[src/rtl/edge_grey_pipe_if.sv]
// -----------------------------------------------------------------------------
// edge_grey_pipe_if
// Streaming handshake bundle for edge_grey_pipe.
//   data_in/sop_in/eop_in/valid_in : RGB888 sink beat from upstream
//   ready_out                      : sink back-pressure to upstream
//   data_out/sop_out/eop_out/valid_out : 8-bit luma source beat
//   ready_in                       : source back-pressure from downstream
// master : the side that feeds pixels in and drains luma out
// slave  : the converter itself
// -----------------------------------------------------------------------------
`timescale 1ns/1ps
interface edge_grey_pipe_if;
    logic [23:0] data_in;
    logic        sop_in;
    logic        eop_in;
    logic        valid_in;
    logic        ready_out;
    logic [7:0]  data_out;
    logic        sop_out;
    logic        eop_out;
    logic        valid_out;
    logic        ready_in;

    modport master (
        output data_in, sop_in, eop_in, valid_in, ready_in,
        input  ready_out, data_out, sop_out, eop_out, valid_out
    );

    modport slave (
        input  data_in, sop_in, eop_in, valid_in, ready_in,
        output ready_out, data_out, sop_out, eop_out, valid_out
    );
endinterface

[src/rtl/edge_grey_pipe.sv]
// -----------------------------------------------------------------------------
// edge_grey_pipe
// Two-stage RGB888 -> 8-bit luma converter with Avalon-ST style handshake and
// frame-structure checking on the input side.
//   clock_clk : sole clock, rising edge
//   reset_n   : asynchronous active-low reset
//   st        : handshake bundle (slave modport), see edge_grey_pipe_if
//   frame_err : sticky framing-error flag
//   frame_cnt : count of accepted eop beats, wraps at 16 bits
// Y = (77*R + 150*G + 29*B) >> 8, truncated; the sum never exceeds 16 bits.
// -----------------------------------------------------------------------------
`timescale 1ns/1ps
module edge_grey_pipe #(
    parameter int IMG_W = 640,
    parameter int IMG_H = 480
) (
    input  logic             clock_clk,
    input  logic             reset_n,
    edge_grey_pipe_if.slave  st,
    output logic             frame_err,
    output logic [15:0]      frame_cnt
);
    localparam int XW = (IMG_W > 1) ? $clog2(IMG_W) : 1;
    localparam int YW = (IMG_H > 1) ? $clog2(IMG_H) : 1;
    localparam logic [XW-1:0] X_LAST = XW'(IMG_W - 1);
    localparam logic [YW-1:0] Y_LAST = YW'(IMG_H - 1);

    // Holds ready_out low until the first clock edge after reset release.
    logic        r_rst_done;

    logic        r_s1_valid;
    logic [15:0] r_s1_pr;
    logic [15:0] r_s1_pg;
    logic [15:0] r_s1_pb;
    logic        r_s1_sop;
    logic        r_s1_eop;

    logic        r_s2_valid;
    logic [7:0]  r_s2_y;
    logic        r_s2_sop;
    logic        r_s2_eop;

    logic [XW-1:0] r_x;
    logic [YW-1:0] r_y;
    logic          r_in_frame;
    logic          r_frame_err;
    logic [15:0]   r_frame_cnt;

    logic          w_s2_ld;
    logic          w_s1_ld;
    logic          w_acc;
    logic [15:0]   w_sum;
    logic [XW-1:0] w_px;
    logic [YW-1:0] w_py;
    logic [XW-1:0] w_x_nxt;
    logic [YW-1:0] w_y_nxt;
    logic          w_at_origin;
    logic          w_at_last;
    logic          w_err;

    // A stage may load when it is empty or its content leaves this cycle.
    assign w_s2_ld      = !r_s2_valid || st.ready_in;
    assign w_s1_ld      = !r_s1_valid || w_s2_ld;
    assign st.ready_out = r_rst_done && w_s1_ld;
    assign w_acc        = st.valid_in && st.ready_out;

    assign w_sum = r_s1_pr + r_s1_pg + r_s1_pb;

    always_ff @(posedge clock_clk or negedge reset_n) begin
        if (!reset_n) r_rst_done <= 1'b0;
        else          r_rst_done <= 1'b1;
    end

    always_ff @(posedge clock_clk or negedge reset_n) begin
        if (!reset_n) begin
            r_s1_valid <= 1'b0;
            r_s1_pr    <= '0;
            r_s1_pg    <= '0;
            r_s1_pb    <= '0;
            r_s1_sop   <= 1'b0;
            r_s1_eop   <= 1'b0;
        end else if (w_s1_ld) begin
            r_s1_valid <= w_acc;
            if (w_acc) begin
                r_s1_pr  <= 16'd77  * {8'd0, st.data_in[23:16]};
                r_s1_pg  <= 16'd150 * {8'd0, st.data_in[15:8]};
                r_s1_pb  <= 16'd29  * {8'd0, st.data_in[7:0]};
                r_s1_sop <= st.sop_in;
                r_s1_eop <= st.eop_in;
            end
        end
    end

    always_ff @(posedge clock_clk or negedge reset_n) begin
        if (!reset_n) begin
            r_s2_valid <= 1'b0;
            r_s2_y     <= '0;
            r_s2_sop   <= 1'b0;
            r_s2_eop   <= 1'b0;
        end else if (w_s2_ld) begin
            r_s2_valid <= r_s1_valid;
            if (r_s1_valid) begin
                r_s2_y   <= w_sum[15:8];
                r_s2_sop <= r_s1_sop;
                r_s2_eop <= r_s1_eop;
            end
        end
    end

    assign st.valid_out = r_s2_valid;
    assign st.data_out  = r_s2_y;
    assign st.sop_out   = r_s2_sop;
    assign st.eop_out   = r_s2_eop;

    // Position of the beat being accepted: a sop beat is always (0,0).
    always_comb begin
        w_px        = st.sop_in ? '0 : r_x;
        w_py        = st.sop_in ? '0 : r_y;
        w_at_origin = (w_px == '0) && (w_py == '0);
        w_at_last   = (w_px == X_LAST) && (w_py == Y_LAST);
        w_err       = (st.sop_in && r_in_frame && !((r_x == '0) && (r_y == '0)))
                   || (st.eop_in && !w_at_last)
                   || (!st.sop_in && !r_in_frame && w_at_origin);
        w_x_nxt = '0;
        w_y_nxt = '0;
        if (!st.eop_in) begin
            if (w_px == X_LAST) begin
                w_x_nxt = '0;
                w_y_nxt = (w_py == Y_LAST) ? '0 : w_py + 1'b1;
            end else begin
                w_x_nxt = w_px + 1'b1;
                w_y_nxt = w_py;
            end
        end
    end

    always_ff @(posedge clock_clk or negedge reset_n) begin
        if (!reset_n) begin
            r_x         <= '0;
            r_y         <= '0;
            r_in_frame  <= 1'b0;
            r_frame_err <= 1'b0;
            r_frame_cnt <= '0;
        end else if (w_acc) begin
            r_x        <= w_x_nxt;
            r_y        <= w_y_nxt;
            r_in_frame <= !st.eop_in && (st.sop_in || r_in_frame);
            if (w_err)
                r_frame_err <= 1'b1;
            if (st.eop_in)
                r_frame_cnt <= r_frame_cnt + 16'd1;
        end
    end

    assign frame_err = r_frame_err;
    assign frame_cnt = r_frame_cnt;
endmodule

[src/flat_wrapper.sv]
// flat-port wrapper written by rule: the top's interface ports become plain ports
module edge_grey_pipe_flat 
#(
    parameter int IMG_W = 640,
    parameter int IMG_H = 480
)
  (clock_clk, reset_n, frame_err, frame_cnt, st_data_in, st_sop_in, st_eop_in, st_valid_in, st_ready_in, st_ready_out, st_data_out, st_sop_out, st_eop_out, st_valid_out);
  edge_grey_pipe_if st_i ();
  input  logic clock_clk;
  input  logic reset_n;
  output logic frame_err;
  output logic [15:0] frame_cnt;
  input wire logic [$bits(st_i.data_in)-1:0] st_data_in;
  input wire logic [$bits(st_i.sop_in)-1:0] st_sop_in;
  input wire logic [$bits(st_i.eop_in)-1:0] st_eop_in;
  input wire logic [$bits(st_i.valid_in)-1:0] st_valid_in;
  input wire logic [$bits(st_i.ready_in)-1:0] st_ready_in;
  output wire logic [$bits(st_i.ready_out)-1:0] st_ready_out;
  output wire logic [$bits(st_i.data_out)-1:0] st_data_out;
  output wire logic [$bits(st_i.sop_out)-1:0] st_sop_out;
  output wire logic [$bits(st_i.eop_out)-1:0] st_eop_out;
  output wire logic [$bits(st_i.valid_out)-1:0] st_valid_out;
  assign st_i.data_in = st_data_in;
  assign st_i.sop_in = st_sop_in;
  assign st_i.eop_in = st_eop_in;
  assign st_i.valid_in = st_valid_in;
  assign st_i.ready_in = st_ready_in;
  assign st_ready_out = st_i.ready_out;
  assign st_data_out = st_i.data_out;
  assign st_sop_out = st_i.sop_out;
  assign st_eop_out = st_i.eop_out;
  assign st_valid_out = st_i.valid_out;
  edge_grey_pipe #(.IMG_W(IMG_W), .IMG_H(IMG_H)) u_core (.clock_clk(clock_clk), .reset_n(reset_n), .st(st_i), .frame_err(frame_err), .frame_cnt(frame_cnt));
endmodule
[config.mk]
export PLATFORM = sky130hd
export DESIGN_NAME = edge_grey_pipe_flat
export DESIGN_NICKNAME = d
export VERILOG_FILES = /design/src/rtl/edge_grey_pipe_if.sv /design/src/rtl/edge_grey_pipe.sv /design/src/flat_wrapper.sv
export SDC_FILE = /design/constraint.sdc
export NUM_CORES = 1
export LEC_CHECK = 0
export BUFFER_PORTS_ARGS = -buffer_cell sky130_fd_sc_hd__buf_4
export CORE_MARGIN = 10
export CORE_UTILIZATION = 30
export DETAILED_ROUTE_END_ITERATION = 6
export GPL_TIMING_DRIVEN = 0
export SYNTH_ARGS = -nofsm -noshare
export SYNTH_HDL_FRONTEND = slang
export SYNTH_SLANG_ARGS = --single-unit
[constraint.sdc]
create_clock -name clock_clk -period 2.39 [get_ports clock_clk]
set_input_delay 0.478 -clock clock_clk [delete_from_list [all_inputs] [get_ports clock_clk]]
set_output_delay 0.478 -clock clock_clk [all_outputs]
set_load 0.01 [all_outputs]
Word level (Yosys, flattened, before mapping)
Index checks and enable logic that the tools add are counted.
{ "classes": {"n_mux": 7, "n_reduce_logical": 31, "eq_ne": 2, "addsub": 5, "mul": 3} }
{ "ops": {"columns": ["cell", "n"], "rows": [
  ["9-bit 2-to-1 mux", 4],
  ["7-bit by 8-bit multiplier with 15-bit output (first input constant)", 2],
  ["10-bit 2-to-1 mux", 3],
  ["10-bit logical NOT", 2],
  ["9-bit logical NOT", 2],
  ["15-bit by 16-bit adder with 16-bit output", 1],
  ["16-bit by 1-bit adder with 16-bit output (second input constant)", 1],
  ["16-bit by 13-bit adder with 16-bit output", 1],
  ["5-bit by 8-bit multiplier with 13-bit output (first input constant)", 1],
  ["1-bit logical AND", 11],
  ["10-bit by 1-bit adder with 10-bit output (second input constant)", 1],
  ["10-bit equality test (second input constant)", 1],
  ["9-bit by 1-bit adder with 9-bit output (second input constant)", 1],
  ["9-bit equality test (second input constant)", 1],
  ["2-bit AND reduction", 4],
  ["1-bit logical NOT", 7],
  ["1-bit logical OR", 5]
]} }
{ "word_totals": {"output_inout_bits": 29, "in_bits": 30, "word_cells": 64, "register_bits": 95} }

Longest topological paths before layout
{ "logic_depth": {"depth_word": 8, "mapped_depth": 14, "depth_no_buf": 14} }

Worst setup path after synthesis
OpenSTA, ideal clock, no wires.
{ "synth_timing": {"path_kind": "in2reg", "from": "input st_data_in[12]", "to": "register u_core.r_s1_pg[14]", "setup_ps": 82, "setup_slack_ps": -964, "required_ps": 2308, "arrival_ps": 3272, "cell_stages": 13, "path_buffers": 0, "cell_sequence": "ha_1 > ha_1 > inv_1 > fa_1 > inv_1 > fa_1 > ha_1 > a21oi_1 > nand2_1 > a211oi_1 > o21ai_0 > a21o_1 > a31oi_1"} }
{ "synth_via": {"elab_chain_len": 1} }
{ "synth_lines": {"columns": ["item", "line_no", "text"], "rows": [
  ["start, declared", "flat_wrapper.sv:13", "input wire logic [$bits(st_i.data_in)-1:0] st_data_in;"],
  ["7-bit by 8-bit multiplier with 15-bit output", "edge_grey_pipe.sv:86", "r_s1_pg <= 16'd150 * {8'd0, st.data_in[15:8]};"],
  ["end signal, assigned", "edge_grey_pipe.sv:86", null],
  ["end, declared", "edge_grey_pipe.sv:33", "logic [15:0] r_s1_pg;"]
]} }
Every way passes these cells.
A chain may end at the register's enable or synchronous reset.

Worst setup path in the final report
{ "layout_timing": {"from": "input st_data_in[21]", "to": "register u_core.r_s1_pr[11]"} }
{ "layout_via": {"elab_chain_len": 1} }
{ "layout_lines": {"columns": ["item", "line_no", "text"], "rows": [
  ["7-bit by 8-bit multiplier with 15-bit output", "edge_grey_pipe.sv:85", "r_s1_pr <= 16'd77 * {8'd0, st.data_in[23:16]};"],
  ["end signal, assigned", "edge_grey_pipe.sv:85", null],
  ["end, declared", "edge_grey_pipe.sv:32", "logic [15:0] r_s1_pr;"]
]} }
Every way passes these cells.

==> run metrics <==
Final nets=1115; die area=32600 um^2; CTS Root Cell=clkbuf_16; Layout fillers=2509; predominant post-synthesis flop cell=dfrtp_1; Setup CP Type=in2reg; initial antenna violation count=0; final worst slack=-0.615 ns; Worst VDD drop=0.000600 V; Tcrit/Tclk final=126%; setup tns final=-10.67 ns; Yosys cell types=57; Final min period=3.00 ns; Final Hold Viols=0; crit path launch type=primary input; CTS tree=built; final setup fails=28; proportion of layout cells with a drive suffix above 1=26.2%; Sw Ratio=40.6%; Pwr Total=10500 uW; Syn. warnings=0; DRC Markers=0; core area=25300 um^2; ant diodes=0; cell count after synthesis=833; number of global-route vias before repair=6244; Syn Area/Cell=9.29 um^2; Via density=4.92; Register-to-Register Path Depth=11; count of pins over their slew limit=0; maximum number of pins on one net before global-route repair=96; Clock Path Buffers=2; RSZ-0062 raised after global routing=yes; failing checks=setup timing; synthesis-stage register bit count=95; Cells after DPL=1220; number of enable flip-flop cells after synthesis=0; routed length per instance=15.2 um; Clock Sinks=95; H-Tree Depth=3; CP Data Arrival Time=3.26 ns; I/O pin count=59; FFs w/ async S/R, synth=100%; syn nets=1019; Int Pwr=6260 uW; Crit path required time=2.64 ns; CTS Buf Count=9; most frequent cells in the layout=106 x nand2_1, 95 x dfrtp_1, 80 x ha_1; Placement Rows=58; CP Max Fanout=3; Die X=181 um; DR pass1 iterations=5; max_slew headroom=18.3%; CP endpoint kind=flip-flop; clock skew=0.00879 ns; area grow syn2layout=31.5%; Clock transition at path regs=0.07 ns; GP Congestion=0.819; run status=complete, but fails checks; Hold Crit Class=in2async; first-pass GRT wire length=31.8 mm; Max-Cap Viols=0; PwrDens=1040 nW/um^2; share of the core filled with cells=40.3%; GRT Overall Usage=11.6%; part of the Yosys area used for sequential elements=30.7%; via count=6222; Hold-fix buffers, CTS=0; DP HPWL=14.6 mm; Synth Cell Area=7740 um^2; GR Overflow Total=0; Final Non-Filler Cells=1264; Hold WS=0.350 ns; Post-Route WL=19.2 mm; Worst Tran Pin Value=1.23 ns; leakage power=0.00475 uW; Fmax=333 MHz; chip height=181 um; post-route ant nets=0; Seq pwr share=21.9%; most common cell after layout, fill and taps aside=nand2_1; Combinational Power Share=62.2%; Initial Util=30.6%; net switching power=4270 uW; clock network power share=15.8%; clk_lat worst skew=0.35 ns; Starting DRT DRC Count=312; port bufs=57
-- cell usage after synthesis (all sizes together) (2+ instances only) --
cell type	instances	share of area (%)
ha	118	19
nand2	110	5.3
inv	99	4.8
dfrtp	95	31
o21ai	84	5.4
fa	38	9.8
nor2	30	1.5
xnor2	29	3.3
a21oi	24	1.6
nand3	20	1.3
a21o	15	1.5
xor2	15	1.7
clkbuf	14	0.68
nand4	12	0.97
nor3	11	0.71
o31ai	10	0.97
nand2b	9	0.73
o21a	9	0.87
and3	8	0.65
a211oi	7	0.68
a31oi	7	0.57
nor2b	7	0.57
nor4	6	0.49
and4	5	0.57
buf	5	0.27
and2	4	0.32
o21bai	4	0.39
and3b	3	0.34
a2111oi	2	0.23
a211o	2	0.24
a221oi	2	0.31
a22o	2	0.23
a41oi	2	0.23
mux2	2	0.29
nand3b	2	0.19
o211ai	2	0.26
o21ba	2	0.26
o22ai	2	0.16
or4	2	0.19
or4b	2	0.26
-- worst max-delay path, stage by stage --
cell,delay [ns]
buf_12,0.10
ha_4,0.23
ha_4,0.26
inv_2,0.03
fa_1,0.48
fa_1,0.54
inv_2,0.05
ha_4,0.27
nand2_4,0.05
a21o_1,0.20
a311oi_2,0.28
nor3_1,0.10
o31ai_1,0.19
-- final cells by class --
cell class	count	area [um^2]	share of cell area (%)
Sequential cell	95	2380	23.4
Timing Repair Buffer	87	749	7.37
Clock inverter	5	105	1.03
Tap cell	330	413	4.06
Clock buffer	11	243	2.39
Multi-Input combinational cell	620	5830	57.3
Inverter	99	387	3.80
Buffer	17	70.1	0.689
-- per-stage QoR --
stage / worst slack [ns] / area [um^2]
2_1_floorplan: -0.773 / 8170
3_3_place_gp: -1.13 / 9010
3_5_place_dp: -1.13 / 9010
4_1_cts: -0.607 / 9960
5_1_grt: -0.725 / 10200
6_report: -0.615 / 10200
-- flip-flops by register name, summed over array words and instances (netlist names), 8 cells and up --
signal and count:
u_core.frame_cnt 16, u_core.r_s1_pg 15, u_core.r_s1_pr 15, u_core.r_s1_pb 13, u_core.r_x 10, u_core.r_y 9, u_core.st.data_out 8
-- repair_timing --
item / 4_1_cts / 5_1_grt
setup buffers: 25 / 6
gates resized for setup: 98 / 47
pin swaps: 77 / 40
endpoints found under the setup margin: 52 / 45
-- routing by layer --
metal	share of wire [%]	up-vias	global-route usage, %	wire, um
met5	0	-	0	0
met4	0.86	0	2.03	164
met3	4.3	14	2.71	831
met2	49	104	19.5	9350
met1	46	3041	15.1	8830
li1	-	3063	-	-
-- power by group through the flow --
| stage | registers [uW] | logic (uW) | clock network, uW |
|---|---|---|---|
| after CTS | 2310 | 5980 | 1710 |
| after floorplan | 2290 | 3800 | 0 |
| final | 2310 | 6560 | 1670 |
| after global placement | 2320 | 4930 | 0 |
| after detailed placement | 2340 | 5040 | 0 |
| after global routing | 2360 | 7250 | 1780 |
-- worst paths after layout --
kind / startpoint / to / slack, ns
max in group asynchronous: reset_n / u_core.r_y[1]$_DFFE_PN0P_ / 1.21
min: reset_n / u_core.r_y[5]$_DFFE_PN0P_ / 0.35
max: st_data_in[21] / u_core.r_s1_pr[11]$_DFFE_PN0P_ / -0.61
min in group clock_clk: st_data_in[16] / u_core.r_s1_pr[0]$_DFFE_PN0P_ / 0.39
max reg2reg: u_core.r_s1_pr[4]$_DFFE_PN0P_ / u_core.st.data_out[4]$_DFFE_PN0P_ / -0.25
min reg2reg: u_core.frame_err$_DFFE_PN0P_ / u_core.frame_err$_DFFE_PN0P_ / 0.47
-- cells by family (layout without fill, tap and decap cells) --
family                     after synthesis  after routing  synth area share, %
AOI/OAI and AO/OA                      181            181                 14.5
xor gates and xnor gates                44             44                 4.98
adders and majority gates              156            156                 28.9
buffers and inverters                  118            219                 5.76
DFF                                     95             95                 30.7
muxes                                    3              3                0.420
other                                    1              1               0.0485
and+or+nand+nor                        235            235                 14.7
No activity file was read; power rests on OpenSTA's default activity.
